--- config.mk ---
export PLATFORM = sky130hd
export DESIGN_NAME = instr_loader_encoder_flat
export DESIGN_NICKNAME = d
export VERILOG_FILES = /design/src/rtl/instr_loader_encoder_pkg.sv /design/src/rtl/instr_loader_encoder_if.sv /design/src/rtl/instr_loader_encoder_field_pack.sv /design/src/rtl/instr_loader_encoder.sv /design/src/flat_wrapper.sv
export SDC_FILE = /design/constraint.sdc
export NUM_CORES = 1
export LEC_CHECK = 0
export CAP_MARGIN = 25
export CORE_MARGIN = 5
export CORE_UTILIZATION = 35
export CTS_CLUSTER_SIZE = 30
export DETAILED_ROUTE_END_ITERATION = 10
export GPL_ROUTABILITY_DRIVEN = 0
export PLACE_DENSITY = 0.75
export REMOVE_ABC_BUFFERS = 1
export SYNTH_ARGS = -nofsm -noshare
export SYNTH_HDL_FRONTEND = slang
export SYNTH_SLANG_ARGS = --single-unit
--- constraint.sdc ---
create_clock -name clk -period 5.5 [get_ports clk]
set_clock_uncertainty 0.15 [all_clocks]
set_input_delay 0.55 -clock clk [delete_from_list [all_inputs] [get_ports clk]]
set_output_delay 0.55 -clock clk [all_outputs]
set_load 0.01 [all_outputs]
--- src/rtl/instr_loader_encoder_pkg.sv ---
// Shared types and RV32I opcode constants for the instruction loader/encoder.
package instr_loader_encoder_pkg;

    typedef enum logic [2:0] {
        FMT_R = 3'd0,
        FMT_I = 3'd1,
        FMT_S = 3'd2,
        FMT_B = 3'd3,
        FMT_U = 3'd4,
        FMT_J = 3'd5
    } enc_fmt_t;

    typedef enum logic [1:0] {
        ST_IDLE = 2'd0,
        ST_LOAD = 2'd1,
        ST_DONE = 2'd2
    } load_state_t;

    localparam logic [6:0] opcode_r_type = 7'b0110011;
    localparam logic [6:0] opcode_i_load = 7'b0000011;
    localparam logic [6:0] opcode_i_alu  = 7'b0010011;
    localparam logic [6:0] opcode_i_jalr = 7'b1100111;
    localparam logic [6:0] opcode_s_type = 7'b0100011;
    localparam logic [6:0] opcode_b_type = 7'b1100011;
    localparam logic [6:0] opcode_lui    = 7'b0110111;
    localparam logic [6:0] opcode_auipc  = 7'b0010111;
    localparam logic [6:0] opcode_jal    = 7'b1101111;

endpackage

--- src/rtl/instr_loader_encoder_if.sv ---
// Field-bundle handshake plus instruction-memory write port.
interface instr_loader_encoder_if;
    import instr_loader_encoder_pkg::*;

    logic        in_valid;
    logic        in_ready;
    enc_fmt_t    in_fmt;
    logic [6:0]  in_opcode;
    logic [4:0]  in_rd;
    logic [4:0]  in_rs1;
    logic [4:0]  in_rs2;
    logic [2:0]  in_funct3;
    logic [6:0]  in_funct7;
    logic [31:0] in_imm;
    logic        in_last;
    logic        imem_we;
    logic [31:0] imem_addr;
    logic [31:0] imem_wdata;

    // Producer of bundles / consumer of memory writes
    modport master (
        output in_valid, in_fmt, in_opcode, in_rd, in_rs1, in_rs2,
               in_funct3, in_funct7, in_imm, in_last,
        input  in_ready, imem_we, imem_addr, imem_wdata
    );

    // Encoder side
    modport slave (
        input  in_valid, in_fmt, in_opcode, in_rd, in_rs1, in_rs2,
               in_funct3, in_funct7, in_imm, in_last,
        output in_ready, imem_we, imem_addr, imem_wdata
    );

endinterface

--- src/rtl/instr_loader_encoder_field_pack.sv ---
// Combinational RV32I field packer: decoded fields -> 32-bit word plus legality flag.
module instr_field_pack
    import instr_loader_encoder_pkg::*;
(
    input  enc_fmt_t    fmt,
    input  logic [6:0]  opcode,
    input  logic [4:0]  rd,
    input  logic [4:0]  rs1,
    input  logic [4:0]  rs2,
    input  logic [2:0]  funct3,
    input  logic [6:0]  funct7,
    input  logic [31:0] imm,
    output logic [31:0] word_c,
    output logic        legal_c
);

    logic imm12_ok;
    logic imm13_ok;
    logic imm21_ok;

    // Sign-extension checks: every bit above the encodable field must match its sign bit
    always_comb begin
        imm12_ok = (&imm[31:11]) | ~(|imm[31:11]);
        imm13_ok = ((&imm[31:12]) | ~(|imm[31:12])) & ~imm[0];
        imm21_ok = ((&imm[31:20]) | ~(|imm[31:20])) & ~imm[0];
    end

    always_comb begin
        word_c  = '0;
        legal_c = 1'b0;
        case (fmt)
            FMT_R: begin
                word_c  = {funct7, rs2, rs1, funct3, rd, opcode};
                legal_c = (opcode == opcode_r_type);
            end
            FMT_I: begin
                word_c  = {imm[11:0], rs1, funct3, rd, opcode};
                legal_c = imm12_ok & ((opcode == opcode_i_load) |
                                      (opcode == opcode_i_alu)  |
                                      (opcode == opcode_i_jalr));
            end
            FMT_S: begin
                word_c  = {imm[11:5], rs2, rs1, funct3, imm[4:0], opcode};
                legal_c = imm12_ok & (opcode == opcode_s_type);
            end
            FMT_B: begin
                word_c  = {imm[12], imm[10:5], rs2, rs1, funct3, imm[4:1], imm[11], opcode};
                legal_c = imm13_ok & (opcode == opcode_b_type);
            end
            FMT_U: begin
                word_c  = {imm[31:12], rd, opcode};
                legal_c = (imm[11:0] == 12'd0) &
                          ((opcode == opcode_lui) | (opcode == opcode_auipc));
            end
            FMT_J: begin
                word_c  = {imm[20], imm[10:1], imm[11], imm[19:12], rd, opcode};
                legal_c = imm21_ok & (opcode == opcode_jal);
            end
            default: begin
                word_c  = '0;
                legal_c = 1'b0;
            end
        endcase
    end

endmodule

--- src/rtl/instr_loader_encoder.sv ---
// Program loader: accepts field bundles, encodes them and writes legal words to IMEM sequentially.
module instr_loader_encoder
    import instr_loader_encoder_pkg::*;
#(
    parameter int unsigned IMEM_DEPTH = 256
) (
    input  logic                          clk,
    input  logic                          rst_n,
    input  logic                          start,
    instr_loader_encoder_if.slave         bus,
    output logic                          busy,
    output logic                          done,
    output logic                          err,
    output logic [7:0]                    err_count,
    output logic [$clog2(IMEM_DEPTH):0]   words_written
);

    localparam int unsigned CW = $clog2(IMEM_DEPTH) + 1;

    load_state_t state_q, state_d;
    logic          ready_q, ready_d;
    logic          busy_q, busy_d;
    logic          done_q, done_d;
    logic          err_q, err_d;
    logic [7:0]    err_count_q, err_count_d;
    logic [CW-1:0] words_q, words_d;
    logic          we_q, we_d;
    logic [31:0]   addr_q, addr_d;
    logic [31:0]   wdata_q, wdata_d;

    logic [31:0] word_c;
    logic        legal_c;
    logic        accept_c;

    instr_field_pack u_pack (
        .fmt    (bus.in_fmt),
        .opcode (bus.in_opcode),
        .rd     (bus.in_rd),
        .rs1    (bus.in_rs1),
        .rs2    (bus.in_rs2),
        .funct3 (bus.in_funct3),
        .funct7 (bus.in_funct7),
        .imm    (bus.in_imm),
        .word_c (word_c),
        .legal_c(legal_c)
    );

    always_ff @(posedge clk) begin
        if (!rst_n) begin
            state_q     <= ST_IDLE;
            ready_q     <= 1'b0;
            busy_q      <= 1'b0;
            done_q      <= 1'b0;
            err_q       <= 1'b0;
            err_count_q <= '0;
            words_q     <= '0;
            we_q        <= 1'b0;
            addr_q      <= '0;
            wdata_q     <= '0;
        end else begin
            state_q     <= state_d;
            ready_q     <= ready_d;
            busy_q      <= busy_d;
            done_q      <= done_d;
            err_q       <= err_d;
            err_count_q <= err_count_d;
            words_q     <= words_d;
            we_q        <= we_d;
            addr_q      <= addr_d;
            wdata_q     <= wdata_d;
        end
    end

    // Next state, counters and write port; a start pulse always wins over a same-cycle bundle
    always_comb begin
        state_d     = state_q;
        err_d       = err_q;
        err_count_d = err_count_q;
        words_d     = words_q;
        we_d        = 1'b0;
        addr_d      = addr_q;
        wdata_d     = wdata_q;
        accept_c    = ready_q & bus.in_valid;

        case (state_q)
            ST_IDLE, ST_DONE: begin
                if (start) begin
                    state_d     = ST_LOAD;
                    err_d       = 1'b0;
                    err_count_d = '0;
                    words_d     = '0;
                end
            end
            ST_LOAD: begin
                if (start) begin
                    err_d       = 1'b0;
                    err_count_d = '0;
                    words_d     = '0;
                end else if (accept_c) begin
                    if (!legal_c || (words_q == CW'(IMEM_DEPTH))) begin
                        err_d       = 1'b1;
                        err_count_d = (err_count_q == 8'hFF) ? 8'hFF : err_count_q + 8'd1;
                    end else begin
                        we_d    = 1'b1;
                        addr_d  = 32'({words_q, 2'b00});
                        wdata_d = word_c;
                        words_d = words_q + CW'(1);
                    end
                    // Overflow ends the session just like in_last does
                    if (bus.in_last || (legal_c && (words_q == CW'(IMEM_DEPTH)))) begin
                        state_d = ST_DONE;
                    end
                end
            end
            default: state_d = ST_IDLE;
        endcase

        ready_d = (state_d == ST_LOAD);
        busy_d  = (state_d == ST_LOAD);
        done_d  = (state_d == ST_DONE);
    end

    assign bus.in_ready   = ready_q;
    assign bus.imem_we    = we_q;
    assign bus.imem_addr  = addr_q;
    assign bus.imem_wdata = wdata_q;
    assign busy           = busy_q;
    assign done           = done_q;
    assign err            = err_q;
    assign err_count      = err_count_q;
    assign words_written  = words_q;

endmodule

--- src/flat_wrapper.sv ---
// flat-port wrapper written by rule: the top's interface ports become plain ports
module instr_loader_encoder_flat import instr_loader_encoder_pkg::*;
#(
    parameter int unsigned IMEM_DEPTH = 256
)
  (clk, rst_n, start, busy, done, err, err_count, words_written, bus_in_valid, bus_in_fmt, bus_in_opcode, bus_in_rd, bus_in_rs1, bus_in_rs2, bus_in_funct3, bus_in_funct7, bus_in_imm, bus_in_last, bus_in_ready, bus_imem_we, bus_imem_addr, bus_imem_wdata);
  instr_loader_encoder_if bus_i ();
  input  logic clk;
  input  logic rst_n;
  input  logic start;
  output logic busy;
  output logic done;
  output logic err;
  output logic [7:0] err_count;
  output logic [$clog2(IMEM_DEPTH):0] words_written;
  input wire logic [$bits(bus_i.in_valid)-1:0] bus_in_valid;
  input wire logic [$bits(bus_i.in_fmt)-1:0] bus_in_fmt;
  input wire logic [$bits(bus_i.in_opcode)-1:0] bus_in_opcode;
  input wire logic [$bits(bus_i.in_rd)-1:0] bus_in_rd;
  input wire logic [$bits(bus_i.in_rs1)-1:0] bus_in_rs1;
  input wire logic [$bits(bus_i.in_rs2)-1:0] bus_in_rs2;
  input wire logic [$bits(bus_i.in_funct3)-1:0] bus_in_funct3;
  input wire logic [$bits(bus_i.in_funct7)-1:0] bus_in_funct7;
  input wire logic [$bits(bus_i.in_imm)-1:0] bus_in_imm;
  input wire logic [$bits(bus_i.in_last)-1:0] bus_in_last;
  output wire logic [$bits(bus_i.in_ready)-1:0] bus_in_ready;
  output wire logic [$bits(bus_i.imem_we)-1:0] bus_imem_we;
  output wire logic [$bits(bus_i.imem_addr)-1:0] bus_imem_addr;
  output wire logic [$bits(bus_i.imem_wdata)-1:0] bus_imem_wdata;
  assign bus_i.in_valid = bus_in_valid;
  assign bus_i.in_fmt = bus_in_fmt;
  assign bus_i.in_opcode = bus_in_opcode;
  assign bus_i.in_rd = bus_in_rd;
  assign bus_i.in_rs1 = bus_in_rs1;
  assign bus_i.in_rs2 = bus_in_rs2;
  assign bus_i.in_funct3 = bus_in_funct3;
  assign bus_i.in_funct7 = bus_in_funct7;
  assign bus_i.in_imm = bus_in_imm;
  assign bus_i.in_last = bus_in_last;
  assign bus_in_ready = bus_i.in_ready;
  assign bus_imem_we = bus_i.imem_we;
  assign bus_imem_addr = bus_i.imem_addr;
  assign bus_imem_wdata = bus_i.imem_wdata;
  instr_loader_encoder #(.IMEM_DEPTH(IMEM_DEPTH)) u_core (.clk(clk), .rst_n(rst_n), .start(start), .bus(bus_i), .busy(busy), .done(done), .err(err), .err_count(err_count), .words_written(words_written));
endmodule
# [After elaboration in Yosys (flattened, before gate mapping)]
# Index checks and enable logic that the tools add are counted.
# Widths: inputs -> output; s select.
[op_classes] n_eq_ne=24 add_sub_neg=2 bitwise=23 reduce_logical=19 n_mux=24
[ops] op="$pmux 32 s6" count=1
[ops] op="$mux 8" count=5
[ops] op="$mux 9" count=4
[ops] op="$eq 7x6->1 const B" count=3
[ops] op="$eq 7x7->1 const B" count=3
[ops] op="$reduce_and 21->1" count=1
[ops] op="$reduce_or 21->1" count=1
[ops] op="$reduce_and 20->1" count=1
[ops] op="$reduce_or 20->1" count=1
[ops] op="$pmux 9 s2" count=1
[ops] op="$pmux 8 s2" count=1
[ops] op="$eq 7x5->1 const B" count=2
[ops] op="$logic_not 12->1" count=1
[ops] op="$reduce_and 12->1" count=1
[ops] op="$reduce_and 4->1" count=3
[ops] op="$reduce_or 12->1" count=1
[ops] op="$add 9x1->9 const B" count=1
[ops] op="$eq 9x9->1 const B" count=1
[ops] op="$not 1->1" count=9
[ops] op="$add 8x1->8 const B" count=1
[ops] op="$and 1x1->1" count=8
[ops] op="$eq 8x8->1 const B" count=1
[ops] op="$mux 2" count=4
[ops] op="$eq 7x2->1 const B" count=1
[ops] op="21 further kinds" count=36
[word_totals] reg_bits=64 wordCells=101 in_bits=72

# [Logic depth before layout (Yosys ltp)]
[logic_depth] depth_word=13 mapped_depth=9 depth_no_buf=9

# [Cells and area by module]
# Synthesis repeated with hierarchy kept, for this count alone.
[hier_totals] cells_unflattened=493 area_unflattened_um2=3724.8
[modules_own_cells] mod="instr_loader_encoder" instances=1 cells_each=353 seq_area_each_um2=1281.2 area_per_inst_um2=2905.3
[modules_own_cells] mod="instr_field_pack" instances=1 cells_each=140 seq_area_each_um2=0.0 area_per_inst_um2=819.5

# [Worst setup path before layout]
# OpenSTA, ideal clock, no wires.
[synth_timing] path_type="in2reg" startpoint="input bus_in_fmt[0]" endpoint="register u_core.wdata_q[2] (netlist: u_core.bus.imem_wdata[2])" path_buffers=2 path_stages=9 required_time_ns=5.234 setup_ns=0.116 arrival_time_ns=2.499 setup_slack_ns=2.734 path_cell_list="buf_2 nand2b_1 or3_1 a2111o_1 o2111ai_2 nor3b_4 buf_2 nor2_1 a41o_1"
[synth_between] elab_chain_cells=6 elab_cells_between_ends=12 cone_classes="eq/ne (5); mux (2); bitwise (1); reduce/logical (4)"
[synth_lines] element="start: declaration" line="flat_wrapper.sv:17" text="input wire logic [$bits(bus_i.in_fmt)-1:0] bus_in_fmt;"
[synth_lines] element="$eq 3x3->1, or another cell as far along" line="instr_loader_encoder_field_pack.sv:31" text="case (fmt)"
[synth_lines] element="$pmux 1 s6" line="instr_loader_encoder_field_pack.sv:31"
[synth_lines] element="$logic_not 1->1" line="instr_loader_encoder.sv:100" text="if (!legal_c || (words_q == CW'(IMEM_DEPTH))) begin"
[synth_lines] element="$logic_or 1x1->1" line="instr_loader_encoder.sv:100"
[synth_lines] element="$not 1->1 (no source line)"
[synth_lines] element="$reduce_and 4->1 (no source line)"
[synth_lines] element="end signal: assignment" line="instr_loader_encoder.sv:70" text="wdata_q <= wdata_d;"
[synth_lines] element="end: declaration" line="instr_loader_encoder.sv:29" text="logic [31:0] wdata_q, wdata_d;"
# Several ways; a longest one is shown, not always the timed one.
# A chain may end at the register's enable or synchronous reset.

# [Worst setup path after layout]
[layout_timing] startpoint="input bus_in_fmt[1]" endpoint="register u_core.addr_q[9] (netlist: u_core.bus.imem_addr[9])"
[layout_between] elab_chain_cells=6 elab_cells_between_ends=11 cone_classes="eq/ne (5); mux (1); bitwise (1); reduce/logical (4)"
[layout_lines] element="$eq 3x3->1, or another cell as far along" line="instr_loader_encoder_field_pack.sv:31"
[layout_lines] element="$pmux 1 s6 *" line="instr_loader_encoder_field_pack.sv:31"
[layout_lines] element="$logic_not 1->1 *" line="instr_loader_encoder.sv:100"
[layout_lines] element="$logic_or 1x1->1 *" line="instr_loader_encoder.sv:100"
[layout_lines] element="$not 1->1 (no source line) *"
[layout_lines] element="$reduce_and 4->1 (no source line) *"
[layout_lines] element="end signal: assignment" line="instr_loader_encoder.sv:69" text="addr_q <= addr_d;"
[layout_lines] element="end: declaration" line="instr_loader_encoder.sv:28" text="logic [31:0] addr_q, addr_d;"
# Every way passes the cells marked *; elsewhere a longest branch is shown, timed or not.

==> metrics <==
status complete, no violations; # IOs 158; DRT met1 WL 5000 um; Worst Hold Depth 2; Met3 Wirelength 756 um; fraction of layout cells with a size suffix above 1 4.81%; crit path capture type flip-flop; DRC violations left 0; slowest CP cell nor4b_1; initial drt markers 278; H-tree depth 3; Post-Syn Instances 479; Main synth FF type dfxtp_1; CTS max path bufs 2; post-cts hold buffer count 0; data arrival time of the critical path 3.96 ns; Final Util 51.1%; fin crit share 70.4%; vias per inst 5.44; Post CTS Setup Buffer Count 0; Slew Limit Headroom 46.8%; endpoints failing hold 0; Initial Utilization 36.0%; vias in the first global route 3834; reg2reg setup slack 2.84 ns; first-pass GRT wire length 18600 um; fmax 258 MHz; CTS tree built; Max Cap Viol 0; DP Worst Slack 1.36 ns; First-pass DRT Iterations 5; initial antenna violation count 0; Synth-to-Final Area Change 41.9%; post-synthesis register bit count 64; Seq/Total Area, Yosys 34.5%; worst-margin pin slew 0.798 ns; storage element area 0.00128 mm2; Final Worst Setup Slack 1.63 ns; CTS clk-pin slew, worst paths 0.07 ns; Post-synth EDFFs 0; synth warn 0; Hold EP u_core.bus.imem_wdata[16]$_SDFFE_PN0P_; P_int 0.000795 W; setup TNS 0 ns; Final setup viols 0; worst path cell trace clkdlybuf4s50_1, nor4b_1, and4_1, a41oi_1, o2111ai_2, nor3b_4, buf_12, nor2_1, a31o_1; switching pwr 0.000269 W; Seq pwr share 44.0%; fill count 983; Syn Area/Cell 7.76 um2; drt wl/cell 16.0 um; min-delay worst type reg2reg; Post-synth ARST share 0%; nets@finish 673; Die Span Y 113 um; largest net degree at the start of global routing 89; worst r2r path cells 9; final slew viol count 0; reg2reg start u_core.words_written[0]$_SDFFE_PN0P_; Clock Power Share 42.0%; Critical Path Start Type input pin; Max IR drop VDD 0.122 mV; Ant. Diodes 0; max incr delay on CP 0.85 ns; Post-Syn Area 0.00372 mm2; area taken by multi-input logic gates 0.00220 mm2; Resize count post-CTS 0; metal2 WL 5700 um; share of the synthesized area in the top cell type 34.5%; Worst Path Required 5.59 ns; clk_lat worst skew 0.34 ns; die area 0.0128 mm2; ANT nets after route 0; GRT overflow 0; vias 4020; GRT Overall Usage 17.8%; RSZ-0062 raised after global routing no; Worst Min Path Start u_core.bus.imem_wdata[16]$_SDFFE_PN0P_; Cell Rows 37; Die W 113 um; total clock buffers created by CTS 9; post-synthesis cell type count 58; WL final 11800 um; core area 0.0103 mm2; reg-to-reg critical path endpoint u_core.bus.imem_addr[9]$_SDFFE_PN0P_; critical path type in2reg; Post-DP HPWL 8930 um; P per Cell Area 202 mW/mm2; Sw Ratio 25.3%; area leader, netlist dfxtp_1; IO buf count 134; root buf cell clkbuf_8; top cells by area, synth dfxtp_1 34%, nand2_1 7.3%, o21ai_0 5.7%; CTS sink count 64; Top Metal Used met4; crit-path max FO 70; commonest non-fill, non-tap cells in the layout 133 x clkdlybuf4s50_1, 72 x nand2_1, 64 x dfxtp_1, 42 x o21ai_0, 41 x nand3_1; leakage 1.93 nW; Comb pwr share 14.1%; Tmin final 3.87 ns; most common cell after layout, fill and taps aside clkdlybuf4s50_1
==> state kept, by name, indices dropped and copies added (netlist names) <==
signal / flops
u_core.bus.in_ready: 1
u_core.bus.imem_addr: 9
u_core.err: 1
u_core.bus.imem_we: 1
u_core.state_q: 2
u_core.done: 1
u_core.err_count: 8
u_core.words_written: 9
u_core.bus.imem_wdata: 32
==> routing by layer <==
metal	GRT usage, %	up-vias
met2	30.0	166
li1	-	1965
met1	21.9	1861
met3	3.26	28
met5	0	-
met4	8.33	0
==> worst max-delay path: cells and delay by family <==
kind | cells | cell delay (ns)
buffers and inverters | 2 | 1.12
and+or+nand+nor | 4 | 1.76
AOI/OAI and AO/OA | 3 | 0.48
==> power groups by stage <==
stage	logic [W]	registers [W]	clock network [W]
after detailed placement	0.000147	0.000478	0
after global routing	0.000163	0.000468	0.000483
after floorplan	0.0000529	0.000479	0
after CTS	0.000148	0.000468	0.000457
final	0.000150	0.000468	0.000447
after global placement	0.000145	0.000478	0
==> worst max path at each step <==
stage / startpoint / endpoint / cells past startpoint / slack (ns)
3_5_place_dp: bus_in_fmt[2] / u_core.bus.imem_addr[9]$_SDFFE_PN0P_ / 10 / 1.36
4_1_cts: bus_in_fmt[2] / u_core.bus.imem_addr[8]$_SDFFE_PN0P_ / 10 / 1.72
3_3_place_gp: bus_in_fmt[1] / u_core.bus.imem_addr[8]$_SDFFE_PN0P_ / 9 / 1.51
2_1_floorplan: bus_in_imm[3] / u_core.bus.imem_wdata[2]$_SDFFE_PN0P_ / 7 / 1.71
6_report: bus_in_fmt[1] / u_core.bus.imem_addr[9]$_SDFFE_PN0P_ / 9 / 1.63
5_1_grt: bus_in_fmt[1] / u_core.bus.imem_wdata[23]$_SDFFE_PN0P_ / 9 / 1.41
==> cell usage after synthesis (all sizes together), types with 7 or more instances <==
cell	n
nor4	10
nor2	34
and3	7
buf	35
clkbuf	17
dfxtp	64
mux2i	9
a31o	10
nand2	72
a21oi	24
nand3	41
a22o	17
o21ai	43
==> area by class of cell <==
class,count,area share (%)
Inverter,5,0.356
Clock buffer,9,2.35
Sequential cell,64,24.3
Tap cell,136,3.23
Clock inverter,7,1.83
Multi-Input combinational cell,380,41.8
Timing Repair Buffer,138,26.2
==> kinds of logic after synthesis <==
family	synth area share, %
flip-flops	34.5
AO/OA/AOI/OAI	24.0
XOR/XNOR	0.471
other	0.101
multiplexers	3.03
adder cells (fa/ha/maj)	1.01
buffers and inverters	8.48
AND/OR/NAND/NOR	28.5
==> per-stage QoR <==
stage	hold WS (ns)	cell area (um2)	total power, W	instances
2_1_floorplan	0.330	3500	0.000532	449
3_3_place_gp	0.295	5050	0.000623	723
3_5_place_dp	0.302	5050	0.000626	723
4_1_cts	0.312	5270	0.00107	739
5_1_grt	0.330	5270	0.00111	739
6_report	0.305	5270	0.00106	739
(Power assumes the default switching activity.)
